[src/rtl/cpu_pkg.sv]
// Command encodings, phase count and issuer FSM states shared by the
// operand issuer and the operand memory stage.
package cpu_pkg;

  localparam logic [3:0] CLEAR = 4'd0;
  localparam logic [3:0] LOAD  = 4'd1;
  localparam logic [3:0] HOLD  = 4'd2;

  localparam int unsigned PHASE_COUNT = 6;

  typedef enum logic [1:0] {
    ST_IDLE   = 2'd0,
    ST_LOAD_A = 2'd1,
    ST_LOAD_B = 2'd2,
    ST_CLR    = 2'd3
  } issue_state_e;

  function automatic logic [3:0] phase_advance(input logic [3:0] phase);
    if (phase == 4'(PHASE_COUNT - 1)) begin
      return 4'd0;
    end else begin
      return phase + 4'd1;
    end
  endfunction

  function automatic logic [3:0] state_cmd(input issue_state_e st);
    case (st)
      ST_LOAD_A: return LOAD;
      ST_LOAD_B: return LOAD;
      ST_CLR:    return CLEAR;
      default:   return HOLD;
    endcase
  endfunction

endpackage

[src/rtl/pair_fifo.sv]
// Operand-pair FIFO with registered full/empty and a synchronous flush.
// Flush takes priority over a push in the same cycle.
module pair_fifo #(
  parameter int WIDTH = 4,
  parameter int DEPTH = 4
) (
  input  logic                     clock,
  input  logic                     resetn,
  input  logic                     push,
  input  logic                     pop,
  input  logic                     flush,
  input  logic [2*WIDTH-1:0]       wdata,
  output logic [2*WIDTH-1:0]       rdata,
  output logic                     full,
  output logic                     empty,
  output logic [$clog2(DEPTH):0]   count
);

  localparam int AW = $clog2(DEPTH);

  logic [2*WIDTH-1:0] mem_r [DEPTH];
  logic [AW-1:0]      wr_ptr_r;
  logic [AW-1:0]      rd_ptr_r;
  logic [AW:0]        count_r;
  logic [AW:0]        count_next_s;
  logic               full_r;
  logic               empty_r;
  logic               push_ok_s;
  logic               pop_ok_s;

  // A full FIFO still accepts a push when the head leaves in the same cycle.
  assign pop_ok_s  = pop && !empty_r;
  assign push_ok_s = push && (!full_r || pop_ok_s);

  // Next occupancy from flush, push and pop.
  always_comb begin
    count_next_s = count_r;
    if (flush) begin
      count_next_s = (AW+1)'(0);
    end else begin
      case ({push_ok_s, pop_ok_s})
        2'b10:   count_next_s = count_r + (AW+1)'(1);
        2'b01:   count_next_s = count_r - (AW+1)'(1);
        default: count_next_s = count_r;
      endcase
    end
  end

  // Pointers, occupancy and status flags.
  always_ff @(posedge clock) begin
    if (!resetn) begin
      wr_ptr_r <= AW'(0);
      rd_ptr_r <= AW'(0);
      count_r  <= (AW+1)'(0);
      full_r   <= 1'b0;
      empty_r  <= 1'b1;
    end else begin
      if (flush) begin
        wr_ptr_r <= AW'(0);
        rd_ptr_r <= AW'(0);
      end else begin
        if (push_ok_s) wr_ptr_r <= wr_ptr_r + AW'(1);
        if (pop_ok_s)  rd_ptr_r <= rd_ptr_r + AW'(1);
      end
      count_r <= count_next_s;
      full_r  <= (count_next_s == (AW+1)'(DEPTH));
      empty_r <= (count_next_s == (AW+1)'(0));
    end
  end

  // Storage array.
  always_ff @(posedge clock) begin
    if (push_ok_s && !flush) begin
      mem_r[wr_ptr_r] <= wdata;
    end
  end

  assign rdata = mem_r[rd_ptr_r];
  assign full  = full_r;
  assign empty = empty_r;
  assign count = count_r;

endmodule

[src/rtl/operand_issuer.sv]
// Issues buffered operand pairs as two LOAD cycles on phases 0 and 1,
// plus CLEAR commands, in lock-step with the memory stage's 6-phase counter.
module operand_issuer
  import cpu_pkg::*;
#(
  parameter int WIDTH = 4,
  parameter int DEPTH = 4
) (
  input  logic             clock,
  input  logic             resetn,
  input  logic             push,
  input  logic [WIDTH-1:0] push_a,
  input  logic [WIDTH-1:0] push_b,
  input  logic             clear_req,
  output logic             full,
  output logic             empty,
  output logic             drop,
  output logic [3:0]       tx,
  output logic [WIDTH-1:0] in1,
  output logic [WIDTH-1:0] in2,
  output logic [3:0]       phase,
  output logic             busy
);

  localparam int CW = $clog2(DEPTH) + 1;

  issue_state_e       state_r;
  issue_state_e       state_next_s;
  logic [3:0]         phase_r;
  logic               pend_r;
  logic               pend_next_s;
  logic               flush_s;
  logic               pop_s;
  logic               drop_s;
  logic [3:0]         tx_r;
  logic [WIDTH-1:0]   in1_r;
  logic [WIDTH-1:0]   in2_r;
  logic               drop_r;
  logic               busy_r;
  logic [2*WIDTH-1:0] head_s;
  logic [CW-1:0]      count_s;

  pair_fifo #(.WIDTH(WIDTH), .DEPTH(DEPTH)) u_fifo (
    .clock  (clock),
    .resetn (resetn),
    .push   (push),
    .pop    (pop_s),
    .flush  (flush_s),
    .wdata  ({push_a, push_b}),
    .rdata  (head_s),
    .full   (full),
    .empty  (empty),
    .count  (count_s)
  );

  // Next-state, FIFO control and reject detection. Clears arriving mid-pair
  // are parked in pend_r so a pair is never split.
  always_comb begin
    state_next_s = state_r;
    pend_next_s  = pend_r;
    flush_s      = 1'b0;
    pop_s        = 1'b0;
    drop_s       = 1'b0;
    case (state_r)
      ST_IDLE: begin
        if (clear_req || pend_r) begin
          state_next_s = ST_CLR;
          flush_s      = 1'b1;
          pend_next_s  = 1'b0;
        end else if (!empty && (phase_r == 4'(PHASE_COUNT - 1))) begin
          state_next_s = ST_LOAD_A;
        end else begin
          state_next_s = ST_IDLE;
        end
      end
      ST_LOAD_A: begin
        state_next_s = ST_LOAD_B;
        pend_next_s  = pend_r | clear_req;
      end
      ST_LOAD_B: begin
        pop_s        = 1'b1;
        state_next_s = ST_IDLE;
        pend_next_s  = pend_r | clear_req;
      end
      ST_CLR: begin
        state_next_s = ST_IDLE;
      end
      default: begin
        state_next_s = ST_IDLE;
      end
    endcase
    drop_s = push && (count_s == CW'(DEPTH)) && !pop_s && !flush_s;
  end

  // State, phase counter and registered outputs driven from the next state.
  always_ff @(posedge clock) begin
    if (!resetn) begin
      state_r <= ST_IDLE;
      phase_r <= 4'd0;
      pend_r  <= 1'b0;
      tx_r    <= HOLD;
      in1_r   <= WIDTH'(0);
      in2_r   <= WIDTH'(0);
      drop_r  <= 1'b0;
      busy_r  <= 1'b0;
    end else begin
      state_r <= state_next_s;
      phase_r <= phase_advance(phase_r);
      pend_r  <= pend_next_s;
      tx_r    <= state_cmd(state_next_s);
      drop_r  <= drop_s;
      busy_r  <= (state_next_s != ST_IDLE);
      if ((state_next_s == ST_LOAD_A) || (state_next_s == ST_LOAD_B)) begin
        in1_r <= head_s[2*WIDTH-1:WIDTH];
        in2_r <= head_s[WIDTH-1:0];
      end
    end
  end

  assign tx    = tx_r;
  assign in1   = in1_r;
  assign in2   = in2_r;
  assign phase = phase_r;
  assign drop  = drop_r;
  assign busy  = busy_r;

endmodule
[config.mk]
export PLATFORM = sky130hd
export DESIGN_NAME = operand_issuer
export DESIGN_NICKNAME = d
export VERILOG_FILES = /design/src/rtl/cpu_pkg.sv /design/src/rtl/pair_fifo.sv /design/src/rtl/operand_issuer.sv
export SDC_FILE = /design/constraint.sdc
export NUM_CORES = 1
export LEC_CHECK = 0
export ABC_AREA = 1
export CAP_MARGIN = 20
export CORE_ASPECT_RATIO = 0.8
export CORE_MARGIN = 5
export CORE_UTILIZATION = 55
export DETAILED_ROUTE_END_ITERATION = 10
export MAX_ROUTING_LAYER = met4
export PLACE_DENSITY_LB_ADDON = 0.3
export SYNTH_ARGS = -nofsm -noshare
export SYNTH_HDL_FRONTEND = slang
export SYNTH_SLANG_ARGS = --single-unit
export TNS_END_PERCENT = 30
[constraint.sdc]
create_clock -name clock -period 2.3 [get_ports clock]
set_input_delay 0.345 -clock clock [delete_from_list [all_inputs] [get_ports clock]]
set_output_delay 0.345 -clock clock [all_outputs]
set_load 0.005 [all_outputs]
==> results of run 1 <==
-- logic make-up (layout without fill, tap and decap cells) --
logic type	Yosys count	count (layout)	synth area share
compound gates	18	18	0.03537
xor+xnor	2	2	0.006784
fa+ha+maj	13	13	0.06589
buf+inv	50	92	0.08769
flops	60	60	0.5891
other cells	1	2	0.001452
simple gates	132	132	0.2137
-- sequential cells by signal (all words and copies together) (netlist names) --
register         flops
in1                  4
busy                 1
drop                 1
u_fifo.count         3
u_fifo.empty         1
phase                4
pend_r               1
u_fifo.rd_ptr_r      2
u_fifo.full          1
tx                   2
state_r              2
in2                  4
u_fifo.mem_r        32
u_fifo.wr_ptr_r      2
-- routing by layer --
metal | up-vias | routed length, um
met5 | - | 0
met4 | 0 | 91
met3 | 12 | 377
met2 | 52 | 2256
met1 | 811 | 2086
li1 | 933 | -
-- cell usage after synthesis --
master     n
edfxtp_1  32
nor2_1    62
conb_1     1
o21ai_0    9
buf_8      1
dfxtp_1   28
nand3_1   12
buf_4      2
nand2_1   46
ha_1      12
buf_2      4
buf_6      2
xnor2_1    2
o21ai_1    3
inv_1     38
nor2_4     2
a21oi_1    5
or2_2      2
a31oi_1    1
fa_1       1
nand4_1    1
inv_2      3
nor3_1     2
nor3_2     1
nor2_2     4
-- layout make-up --
cell class	count	area, um^2	area share
Timing Repair Buffer	35	335.3	0.1071
Tap cell	60	75.07	0.02398
Clock buffer	16	201.4	0.06435
Multi-Input combinational cell	167	843.3	0.2694
Inverter	41	153.9	0.04916
Sequential cell	60	1521	0.4860
-- repair_timing --
item                                    CTS  global route
setup buffers                             0             0
resized for setup                         0             2
endpoints found under the setup margin    0             2
-- power by group through the flow --
stage	registers [mW]	clock network, mW	logic, mW
final	1.26	0.918	0.405
after global routing	1.27	0.989	0.457
after CTS	1.26	0.936	0.404
after detailed placement	1.28	0	0.398
after global placement	1.28	0	0.387
after floorplan	1.28	0	0.227
-- through the flow --
stage | setup slack (ns) | area, um^2
after floorplan | 0.4404 | 2586
after global placement | 0.1494 | 2924
after detailed placement | 0.05205 | 2924
after CTS | 0.1895 | 3126
after global routing | 0.008523 | 3131
final | 0.1945 | 3131
-- how the worst min path moves through the flow --
stage	depth (start not counted)	slack [ns]	endpoint
after detailed placement	1	0.47	phase[0]
after CTS	1	0.49	phase[0]
after global routing	1	0.53	phase[0]
after global placement	1	0.47	phase[0]
final	1	0.48	phase[0]
after floorplan	2	0.44	tx[0]
-- critical path: cells and delay by family (launching register included) --
family / cells / cell delay [ns]
AO/OA/AOI/OAI: 1 / 0.21
flip-flops: 1 / 0.34
adder cells (fa/ha/maj): 3 / 0.86
AND/OR/NAND/NOR: 6 / 0.54
buffers and inverters: 2 / 0.11
==> results by group, run 1 <==
Worst setup path
  • Setup crit start kind: register
  • Worst R2R Start: state_r[0]
  • Reg2Reg Setup Slack: around 0.19 ns
  • Crit end category: register
  • R2r endpoint: u_fifo.empty
  • Worst r2r path cells: 12
  • Max FO, Critical Path: 4
  • Critical path class: register to register
  • Worst Setup SP: state_r[0]
  • Critical Path Most Common Cell: nand2_1
  • Crit-path cells: inv_1, ha_1, nand2_1, nand2_1, nand2_1, ha_2, fa_1, nand2_1, nand2_1, o21ai_0, nand2_1, inv_1
  • Crit path capture: u_fifo.empty
  • CP arrival: 2.39 ns
  • Critical path data required time: about 2.6 ns
  • CP max stage delay: 0.41 ns
  • Crit path max-delay cell type: fa_1

Power and ir drop
  • Sw frac: 0.2433
  • VDD IR-drop max: between 0.5 and 0.6 mV
  • Psw: approximately 630 uW
  • Pint: 1.954 mW
  • Power Density: 825.0 mW/mm^2
  • Leak Pwr: ~1.3 nW
  • Logic pwr share: 0.157
  • Total Power: 2.583 mW
  • Clock share of power: 0.355
  • Sequential power share: 0.488

Clock tree
  • CTS tree: yes
  • Clock buffer depth: 2
  • H-tree lvl count: 3
  • CTS clock-pin slew for the worst setup and hold paths: 0.06 ns
  • Clk_lat worst skew: 0.33 ns
  • Cts bufs inserted: 9
  • Number of hold buffers added after cts: 0
  • CTS Root Cell: clkbuf_8
  • CTS Sinks: 60

Timing
  • Max transition margin: 0.6492
  • Fmax: 475.0 MHz
  • Final Skew: between 0.005 and 0.006 ns
  • Max Slew Vio Count: 0
  • Worst slew pin tran: around 0.53 ns
  • Final Hold Viols: 0
  • Final setup viols: 0
  • TNS Setup: 0 ns
  • Unrepaired setup endpoints after global routing: no
  • Final worst-path cycle share: 0.9154
  • Fin crit period: 2.105 ns
  • Worst hold slack: 0.4840 ns

Routing
  • Drt drc: 0
  • Detailed Routing Iterations Pass 1: 4
  • Starting DRC count in detailed routing: between 100 and 150
  • Drt total wl: 4812 um
  • Vias: about 1.8k
  • Post-route ant nets: 0
  • Avg Vias per Cell: 4.770
  • Wire length per cell: 12.70 um

Global route
  • All-Layer GR Usage: 0.1771
  • First-pass GRT wire length: roughly 8000 um
  • Grt total ovfl: 0
  • Initial antenna violation count: 0
  • GR peak layer: met2
  • Largest net degree at the start of global routing: 18
  • Vias in the first global route: 1,711
  • M3 GR Usage: 0.05632
  • Met1 usage: 0.2130
  • GR Util met2: 0.2691

Synth
  • Register area share after synthesis: 0.5891
  • Ys Warns: 0
  • #FFs+latches synth: 60
  • Yosys cell types: 25
  • Share of the synthesized area in the top cell type: 0.3721
  • Mapped cell area: 0.002582 mm^2
  • Area contributors post-synth: edfxtp_1 37%, dfxtp_1 22%, nor2_1 9.0%
  • Synth area leader: edfxtp_1
  • Post-Synthesis Cells: 276
  • Syn_area_per_cell: just over 9 um^2

Hold path
  • HP Class: register to register
  • Worst hold start: phase[0]

Finish
  • Fillers: 365
  • Nets: 339
  • Most frequent cells in the layout: 62 x nor2_1, 46 x nand2_1, 38 x inv_1, 32 x edfxtp_1, 29 x clkdlybuf4s50_1
  • Layout area overhead: 21.22%
  • Share of cells above drive strength 1: 0.1034
  • Commonest non-fill, non-tap cell in the layout: nor2_1
  • Antenna cells: 0
  • Finished Layout Cells: 379
  • Final Util: 0.6851

Floorplanning
  • Die area: 0.006174 mm^2
  • Num rows: 22
  • Top Ports: 32
  • Die W: 86.61 um
  • Core footprint: between 0.004 and 0.005 mm^2
  • Initial cell density of the core: 0.5652
  • Die H: 71.29 um

Run status
  • Status: completed

Place
  • PortBufs: 29
  • Routability cong.: 0.8250
  • DP Cell Count: 363
  • DP Wirelength: 3215 um

Flow run
  • Maxcap violations: 0
Power figures use the tool's default switching activity.
==> run 2: changes to the inputs <==
Clock period 2.3 ns to 2.4 ns, I/O delays scaled along.
==> run 2 against run 1 <==
Combinational power fell by 6.4%; power shrank 9.9%; utilization decreased by 1.1 points; non-clock buffer count fell by 1; fmax up 1.4%; sequential share of layout area increased by 0.81 points; global-route usage is 0.21 points lower; critical path type unchanged; clock power is 19% lower; hold slack improved by 0.0093 ns; die area did not move; cell count decreased by 0.26%; register-to-register slack gained 0.13 ns.
==> results by group, run 2 (synthesis gave the netlist of run 1 again) <==
Run status
  • Status: completed

Power and ir drop
  • Leak Pwr: 1.323 nW (-1.4%)
  • VDD IR-drop max: 0.4750 mV (-6.0%)
  • Psw: 581.0 uW (-7.5%)
  • Sequential power share: 0.519 (+0.031)
  • Pint: 1.746 mW (-11%)
  • Power Density: 755.7 mW/mm^2 (-8.4%)
  • Sw frac: 0.2497 (+0.006376)
  • Clock share of power: 0.319 (-0.036)
  • Total Power: 2.327 mW (-9.9%)
  • Logic pwr share: 0.163 (+0.006)

Finish
  • Layout area overhead: 19.23%
  • Fillers: 363 (-0.55%)
  • Finished Layout Cells: 378 (-0.26%)
  • Most frequent cells in the layout: 62 x nor2_1, 46 x nand2_1, 38 x inv_1, 32 x edfxtp_1, 29 x clkdlybuf4s50_1
  • Max reg flops: 32 (unchanged)
  • Cell area after layout: 0.003079 mm^2 (-1.6%)
  • Nets: 338 (-0.29%)
  • Top reg by flops: u_fifo.mem_r
  • Antenna cells: 0 (unchanged)
  • Share of cells above drive strength 1: 0.09119 (-0.01225)
  • Commonest non-fill, non-tap cell in the layout: nor2_1

Routing
  • Avg Vias per Cell: 4.778 (+0.15%)
  • Vias: 1,806 (-0.11%)
  • Wire length on met2: 2264 um (+0.35%)
  • Routed wl met3: 272 um (-28%)
  • Metal-1 WL: 2026 um (-2.9%)
  • Drt total wl: 4644 um (-3.5%)
  • Detailed Routing Iterations Pass 1: 4 (unchanged)
  • Top Metal Used: met4
  • Starting DRC count in detailed routing: 81 (-38%)
  • Drt drc: 0 (unchanged)
  • Wire length per cell: 12.29 um (-3.2%)
  • Post-route ant nets: 0 (unchanged)

Clock tree
  • CTS-repair resized insts: 0 (unchanged)
  • Number of hold buffers added after cts: 0 (unchanged)
  • Clk_lat worst skew: 0.33 ns (about the same)
  • CTS Sinks: 60 (unchanged)
  • Cts bufs inserted: 9 (unchanged)
  • Setup bufs post-CTS: 0 (unchanged)
  • H-tree lvl count: 3 (unchanged)
  • Clock buffer depth: 2 (unchanged)
  • CTS clock-pin slew for the worst setup and hold paths: 0.06 ns (about the same)
  • CTS Root Cell: clkbuf_8
  • CTS tree: yes

Floorplanning
  • Die H: 71.29 um (unchanged)
  • Initial cell density of the core: 0.5652 (unchanged)
  • Num rows: 22 (unchanged)
  • Die W: 86.61 um (unchanged)
  • Top Ports: 32 (unchanged)
  • Core footprint: 0.004569 mm^2 (unchanged)
  • Die area: 0.006174 mm^2 (unchanged)

Worst setup path
  • Worst r2r path cells: 10 (-2)
  • Critical path class: register to register
  • CP arrival: 2.30 ns (-0.09 ns)
  • Max FO, Critical Path: 17 (+13)
  • Crit end category: register
  • Critical path data required time: 2.62 ns (+0.03 ns)
  • Crit-path cells: inv_1, ha_1, inv_1, nor2_4, a21oi_1, ha_1, nor2_1, nor2_1, nand2_1, inv_1
  • CP max stage delay: 0.50 ns (+0.09 ns)
  • Crit path max-delay cell type: ha_1
  • Critical Path Most Common Cell: inv_1
  • Setup crit start kind: register

Timing
  • Fin crit period: 2.077 ns (-0.02835 ns)
  • Worst slew pin tran: 0.5737 ns (+0.04822 ns)
  • Unrepaired setup endpoints after global routing: no
  • Final Hold Viols: 0 (unchanged)
  • Max Slew Vio Count: 0 (unchanged)
  • Final worst-path cycle share: 0.8655 (-0.04996)
  • TNS Setup: 0 ns (unchanged)
  • Final WS setup: 0.3229 ns (+0.1284 ns)
  • Final Skew: 0.005320 ns (-0.0003168 ns)
  • Max transition margin: 0.6171 (-0.03209)
  • Fmax: 481.4 MHz (+1.4%)
  • Final setup viols: 0 (unchanged)

Place
  • PortBufs: 29 (unchanged)
  • Area after DPL: 0.002917 mm^2 (-0.26%)
  • DP Wirelength: 3161 um (-1.7%)
  • Setup WS pre-CTS: 0.1909 ns (+0.1389 ns)
  • DP Cell Count: 362 (-0.28%)
  • Routability cong.: 0.8201 (-0.59%)

Global route
  • All-Layer GR Usage: 0.1750 (-0.002138)
  • Grt total ovfl: 0 (unchanged)
  • First-pass GRT wire length: 7872 um (+1.3%)
  • Largest net degree at the start of global routing: 18 (unchanged)
  • Initial antenna violation count: 0 (unchanged)
  • Vias in the first global route: 1,786 (+4.4%)

Flow run
  • Maxcap violations: 0 (unchanged)

Hold path
  • Worst Hold Depth: 1 (unchanged)
  • HP Class: register to register
-- run 2: cell types whose count changed in the layout (fill, tap and decap cells not counted), sizes merged --
cell,before,now
clkbuf,16,14
buf,6,5
clkinv,0,2
-- run 2: critical path, delay by kind of cell, from the launching register on --
kind | cells | cell delay (ns)
AND/OR/NAND/NOR | 4 | 0.44
flip-flops | 1 | 0.33
buffers and inverters | 3 | 0.23
adder cells (fa/ha/maj) | 2 | 0.70
AO/OA/AOI/OAI | 1 | 0.26
-- run 2: path summary, 6_finish.rpt --
path / from / endpoint / slack, ns
max: state_r[0] / in1[0] / 0.32
min: phase[0] / phase[0] / 0.49
max reg2reg: state_r[0] / in1[0] / 0.32
min reg2reg: phase[0] / phase[0] / 0.49
-- run 2: through the flow --
| stage | hold slack, ns | utilization |
|---|---|---|
| finish | 0.4933 | 0.6739 |
| global route | 0.5364 | 0.6739 |
| CTS | 0.4959 | 0.6739 |
| detailed placement | 0.4819 | 0.6383 |
| global placement | 0.4665 | 0.6383 |
| floorplan | 0.4576 | - |
-- run 2: cell type report --
type / count / area, um^2 / area share
clock inverters: 2 / 10.01 / 0.003251
flip-flops and latches: 60 / 1521 / 0.4941
inverters: 41 / 153.9 / 0.04998
well taps: 60 / 75.07 / 0.02438
repair buffers: 34 / 327.8 / 0.1065
multi-input cells: 167 / 838.3 / 0.2722
clock buffers: 14 / 152.6 / 0.04957
-- run 2: power groups by stage --
stage	combinational (mW)	sequential [mW]	clock, mW
detailed placement	0.376	1.23	0
finish	0.379	1.21	0.741
floorplan	0.218	1.22	0
CTS	0.382	1.21	0.766
global placement	0.365	1.23	0
global route	0.437	1.22	0.809
-- run 2: routing by layer --
layer | up-vias | track usage
met4 | 0 | 0.08997
met5 | - | -
met1 | 818 | 0.2007
met2 | 50 | 0.2750
li1 | 928 | -
met3 | 10 | 0.05632
